$ cat config.mk
export PLATFORM = sky130hd
export DESIGN_NAME = vec_mem_stage
export DESIGN_NICKNAME = d
export VERILOG_FILES = /design/src/rtl/vec_mem_stage.sv
export SDC_FILE = /design/constraint.sdc
export NUM_CORES = 2
export LEC_CHECK = 0
export CAP_MARGIN = 20
export CORE_AREA = 5 5 639 641
export CTS_CLUSTER_DIAMETER = 50
export CTS_CLUSTER_SIZE = 12
export DETAILED_ROUTE_END_ITERATION = 16
export DIE_AREA = 0 0 644 646
export PLACE_DENSITY = 0.32
export RECOVER_POWER = 50
export SYNTH_ARGS = -nofsm -noshare
export SYNTH_HDL_FRONTEND = slang
export SYNTH_SLANG_ARGS = --single-unit
$ cat constraint.sdc
create_clock -name CLK -period 3 [get_ports CLK]
set_input_delay 0.6 -clock CLK [delete_from_list [all_inputs] [get_ports CLK]]
set_output_delay 0.6 -clock CLK [all_outputs]
set_load 0.02 [all_outputs]
$ cat src/rtl/vec_mem_stage.sv
// Vector memory stage: serialises per-lane loads/stores onto a single-port data memory.
// Optional per-lane enable mask when VEC_MEM_LANE_MASK_EN is defined.
module vec_mem_stage #(
  parameter int unsigned LANES = 16,
  parameter int unsigned DW    = 32,
  parameter int unsigned AW    = 32
) (
  input  logic                CLK,
  input  logic                RST_N,
  input  logic                in_valid,
  output logic                in_ready,
  input  logic                mem_read,
  input  logic                mem_write,
  input  logic                v_s,
`ifdef VEC_MEM_LANE_MASK_EN
  input  logic [LANES-1:0]    lane_mask,
`endif
  input  logic [LANES*DW-1:0] addr,
  input  logic [LANES*DW-1:0] wdata,
  output logic                mem_req,
  output logic                mem_we,
  output logic [AW-1:0]       mem_addr,
  output logic [DW-1:0]       mem_wdata,
  input  logic                mem_gnt,
  input  logic                mem_rvalid,
  input  logic [DW-1:0]       mem_rdata,
  output logic [LANES*DW-1:0] read_data,
  output logic                out_valid,
  output logic                busy
);

  localparam int unsigned LW = (LANES > 1) ? $clog2(LANES) : 1;

  typedef enum logic [1:0] {IDLE, REQ, WAIT, DONE} state_t;

  state_t                     state;
  logic [LW-1:0]              lane;
  logic                       store_q;
  logic [LANES-1:0]           mask_q;
  logic [LANES-1:0][DW-1:0]   addr_q;
  logic [LANES-1:0][DW-1:0]   wdata_q;
  logic [LANES-1:0][DW-1:0]   rdata_q;

  logic [LANES-1:0]           mask_in;
  logic [LANES-1:0]           eff_mask;
  logic                       first_found;
  logic [LW-1:0]              first_lane;
  logic                       next_found;
  logic [LW-1:0]              next_lane;

  // Scalar ops only ever touch lane 0, so the active set collapses to bit 0.
  always_comb begin
`ifdef VEC_MEM_LANE_MASK_EN
    mask_in = lane_mask;
`else
    mask_in = '1;
`endif
    eff_mask = v_s ? mask_in : (mask_in & LANES'(1));

    first_found = 1'b0;
    first_lane  = '0;
    for (int unsigned i = 0; i < LANES; i++) begin
      if (!first_found && eff_mask[i]) begin
        first_found = 1'b1;
        first_lane  = LW'(i);
      end
    end

    next_found = 1'b0;
    next_lane  = lane;
    for (int unsigned i = 0; i < LANES; i++) begin
      if (!next_found && mask_q[i] && (i > 32'(lane))) begin
        next_found = 1'b1;
        next_lane  = LW'(i);
      end
    end
  end

  assign in_ready  = (state == IDLE);
  assign busy      = (state != IDLE);
  assign mem_req   = (state == REQ);
  assign mem_we    = (state == REQ) && store_q;
  assign mem_addr  = (state == REQ) ? AW'(addr_q[lane]) : '0;
  assign mem_wdata = ((state == REQ) && store_q) ? wdata_q[lane] : '0;
  assign read_data = rdata_q;

  always_ff @(posedge CLK or negedge RST_N) begin
    if (!RST_N) begin
      state     <= IDLE;
      lane      <= '0;
      store_q   <= 1'b0;
      mask_q    <= '0;
      addr_q    <= '0;
      wdata_q   <= '0;
      rdata_q   <= '0;
      out_valid <= 1'b0;
    end else begin
      out_valid <= 1'b0;
      case (state)
        IDLE: begin
          if (in_valid) begin
            addr_q  <= addr;
            wdata_q <= wdata;
            store_q <= mem_write;
            mask_q  <= eff_mask;
            rdata_q <= '0;
            lane    <= first_lane;
            // An empty active set behaves like a non-memory op.
            if (!(mem_read || mem_write) || !first_found) begin
              state     <= DONE;
              out_valid <= 1'b1;
            end else begin
              state <= REQ;
            end
          end
        end
        REQ: begin
          if (mem_gnt) begin
            if (!store_q) begin
              state <= WAIT;
            end else if (next_found) begin
              lane <= next_lane;
            end else begin
              state     <= DONE;
              out_valid <= 1'b1;
            end
          end
        end
        WAIT: begin
          if (mem_rvalid) begin
            rdata_q[lane] <= mem_rdata;
            if (next_found) begin
              lane  <= next_lane;
              state <= REQ;
            end else begin
              state     <= DONE;
              out_valid <= 1'b1;
            end
          end
        end
        DONE: begin
          state <= IDLE;
        end
        default: state <= IDLE;
      endcase
    end
  end

endmodule

==> summary.txt <==
Status
  – Status: finished with violations
  – Failing checks: capacitance limit, slew limit, setup timing

Clocking
  – CTS root buf: clkbuf_16
  – CTS tree: built
  – Skew-Pair Late Insertion Delay: 0.88 ns
  – Reg clk slew, reported paths: 0.05 ns
  – CTS Sinks: 1,545
  – CTS Buf Count: 303
  – Longest Clk Path Bufs: 4
  – H-tree depth: 5

Placement
  – PortBufs: 1,644
  – Dpl cells: 11.2k
  – Post-DP HPWL: 300 mm
  – Dpl ws: -0.431 ns
  – GPL Wtd Cong: 0.832
  – Placement Cell Area: 90,700 um^2

Global route
  – Vias in the first global route: 52.3k
  – GRT Residual Overflow: 0
  – All-Layer GR Usage: 17.8%
  – Largest net degree at the start of global routing: 89
  – Global-route wire length before repair: 506 mm
  – Antenna violations before repair: 333

Logic synthesis
  – Post-synth top area cell: dfrtp_1
  – Mapped Nets: 5,312
  – Most used DFF post-synth: dfrtp_1
  – Post-synth top area share: 59.5%
  – Fraction of registers with async set/reset: 100%
  – Synth top area cells: dfrtp_1 59%, mux2_2 20%, o2bb2ai_1 6.9%
  – Flops & latches, synth: 1,545
  – Post-synthesis sequential area ratio: 59.5%
  – Cell area after synthesis: 65,000 um^2
  – Yosys Warn Count: 0
  – Number of enable flip-flop cells after synthesis: 0
  – Mapped Cells: 4,244
  – Yosys cell types: 53
  – Syn Area/Cell: 15.3 um^2

Pwr
  – P_leak: 41.4 nW
  – Pwr Density: 1010 nW/um^2
  – Peak supply drop: 0.664 mV

Finish
  – Share of cells above drive strength 1: 39.4%
  – Area growth, synth to finish: 61.9%
  – Fin nets: 7,424
  – Most frequent cells in the layout: 1,575 x clkdlybuf4s50_1, 1,541 x dfrtp_1, 1,122 x mux2_2
  – Post-Layout Cell Count: 12.0k
  – Commonest non-fill, non-tap cell in the layout: clkdlybuf4s50_1
  – Final Cell Area: 105,000 um^2

Setup path
  – R2R cell count: 11
  – R2r endpoint: read_data[384]
  – CP Launch Type: flip-flop
  – Worst EP required: 2.40 ns
  – Worst EP arrival: 3.14 ns
  – Kind of critical path: flip-flop to output pin
  – Reg2Reg Setup Slack: -0.26 ns
  – Kind of end point of the critical path: output pin
  – Crit Reg-Reg Startpoint: lane[0]
  – CP max FO: 8

STA
  – Hold Slack: 0.308 ns
  – Min Tclk post-route: 3.74 ns
  – Rel. slew slack: -21.9%
  – Final worst slack: -0.736 ns
  – Fmax: 268 MHz
  – Final Hold Viols: 0
  – Final setup fails: 709
  – Final Skew: 0.0488 ns
  – Worst slew pin tran: 1.83 ns
  – RSZ-0062 raised after global routing: true
  – Setup TNS: -108.09 ns
  – Final Max Tran Viols: 62
  – Fin crit share: 125%

Detailed routing
  – Initial DRC Count: 2,638
  – Vias: 49.1k
  – Final wirelength: 385 mm
  – Residual DRC: 0
  – DRT antenna net count: 0
  – WL per Instance: 32.2 um
  – Vias/cell: 4.10
  – Drt pass-1 iters: 5

Flow run
  – # Max-Cap Violations: 1

Min path
  – WHS Path Cells: 3
  – Worst Hold Endpoint: mask_q[14]
  – HP Class: input pin to flip-flop
  – HP Start: v_s

Floorplan
  – Core box area: 402,000 um^2
  – Starting Density: 16.2%
  – Num ports: 1,645
  – Cell Rows: 233
  – Total die area: 416,000 um^2
  – Die W: 644 um
  – Die height: 646 um
repair_timing:
item / in CTS / in global routing
hold buffers: 1 / 0
resized for setup: 510 / 86
buffers inserted: 104 / 34
hold endpoints to repair: 26 / 0
gates cloned: 20 / 4
pin swaps: 86 / 54
endpoints found under the setup margin: 68 / 68
worst max path at each step:
stage | from | to | slack [ns]
floorplan | state[1] | mem_wdata[23] | 0.25
global placement | lane[1] | mem_addr[3] | -0.43
detailed placement | lane[1] | mem_addr[3] | -0.43
CTS | lane[1] | mem_addr[3] | -0.91
global route | lane[1] | mem_addr[31] | -0.91
finish | lane[1] | mem_addr[25] | -0.74
stage by stage:
| step | power (mW) | utilization [%] |
|---|---|---|
| floorplan | 50.0 | - |
| global placement | 67.5 | 22.6 |
| detailed placement | 67.6 | 22.6 |
| CTS | 108 | 26.1 |
| global route | 112 | 26.2 |
| finish | 107 | 26.2 |
cells in the mapped netlist, types with 25 or more instances:
master,n
nand2_1,72
mux2i_1,136
clkbuf_1,104
o21ai_1,57
buf_2,216
a22oi_1,97
a221o_1,32
mux2_2,1146
o2bb2ai_1,512
o221ai_1,25
dfrtp_1,1545
o22ai_1,33
mux4_2,128
worst max-delay path, cell delays in order (launching register included):
cell and delay, ns:
dfrtp_4 0.48, buf_12 0.16, buf_12 0.14, buf_16 0.14
buf_4 0.14, buf_12 0.13, mux2_4 0.29, o211ai_1 0.33
buf_4 0.23, nand2_4 0.07, buf_6 0.13
power breakdown:
group / switching, mW / leakage, nW / internal [mW]
Clock: 12.8 / 5.20 / 23.6
Sequential: 6.17 / 19.3 / 28.4
Combinational: 17.2 / 16.8 / 18.3
final cells by class:
cell class | count | area, um^2
fillers | 41500 | 297000
flip-flops and latches | 1545 | 38700
multi-input cells | 2319 | 25800
repair buffers | 2180 | 23200
clock buffers | 381 | 8310
well taps | 5287 | 6620
clock inverters | 166 | 2460
diodes | 69 | 173
inverters | 7 | 26.3
layer usage:
metal	up-vias	share of wire [%]	track usage, %
li1	20600	-	-
met1	25500	40	21.4
met2	1916	50	30.8
met3	880	6.5	4.81
met4	108	3.4	5.52
met5	-	0.18	0
cells by family after synthesis:
kind of cell             synth area share, %
AND/OR/NAND/NOR                         1.02
AO/OA/AOI/OAI                           9.92
multiplexers                            26.4
buffers and inverters                   3.10
flip-flops                              59.5
adder cells (fa/ha/maj)               0.0770
flip-flops by register name, indices dropped and copies added (netlist names):
name / count
lane: 4
store_q: 1
state: 2
read_data: 512
out_valid: 1
mask_q: 1
wdata_q: 512
addr_q: 512
No activity file was read; power rests on OpenSTA's default activity.
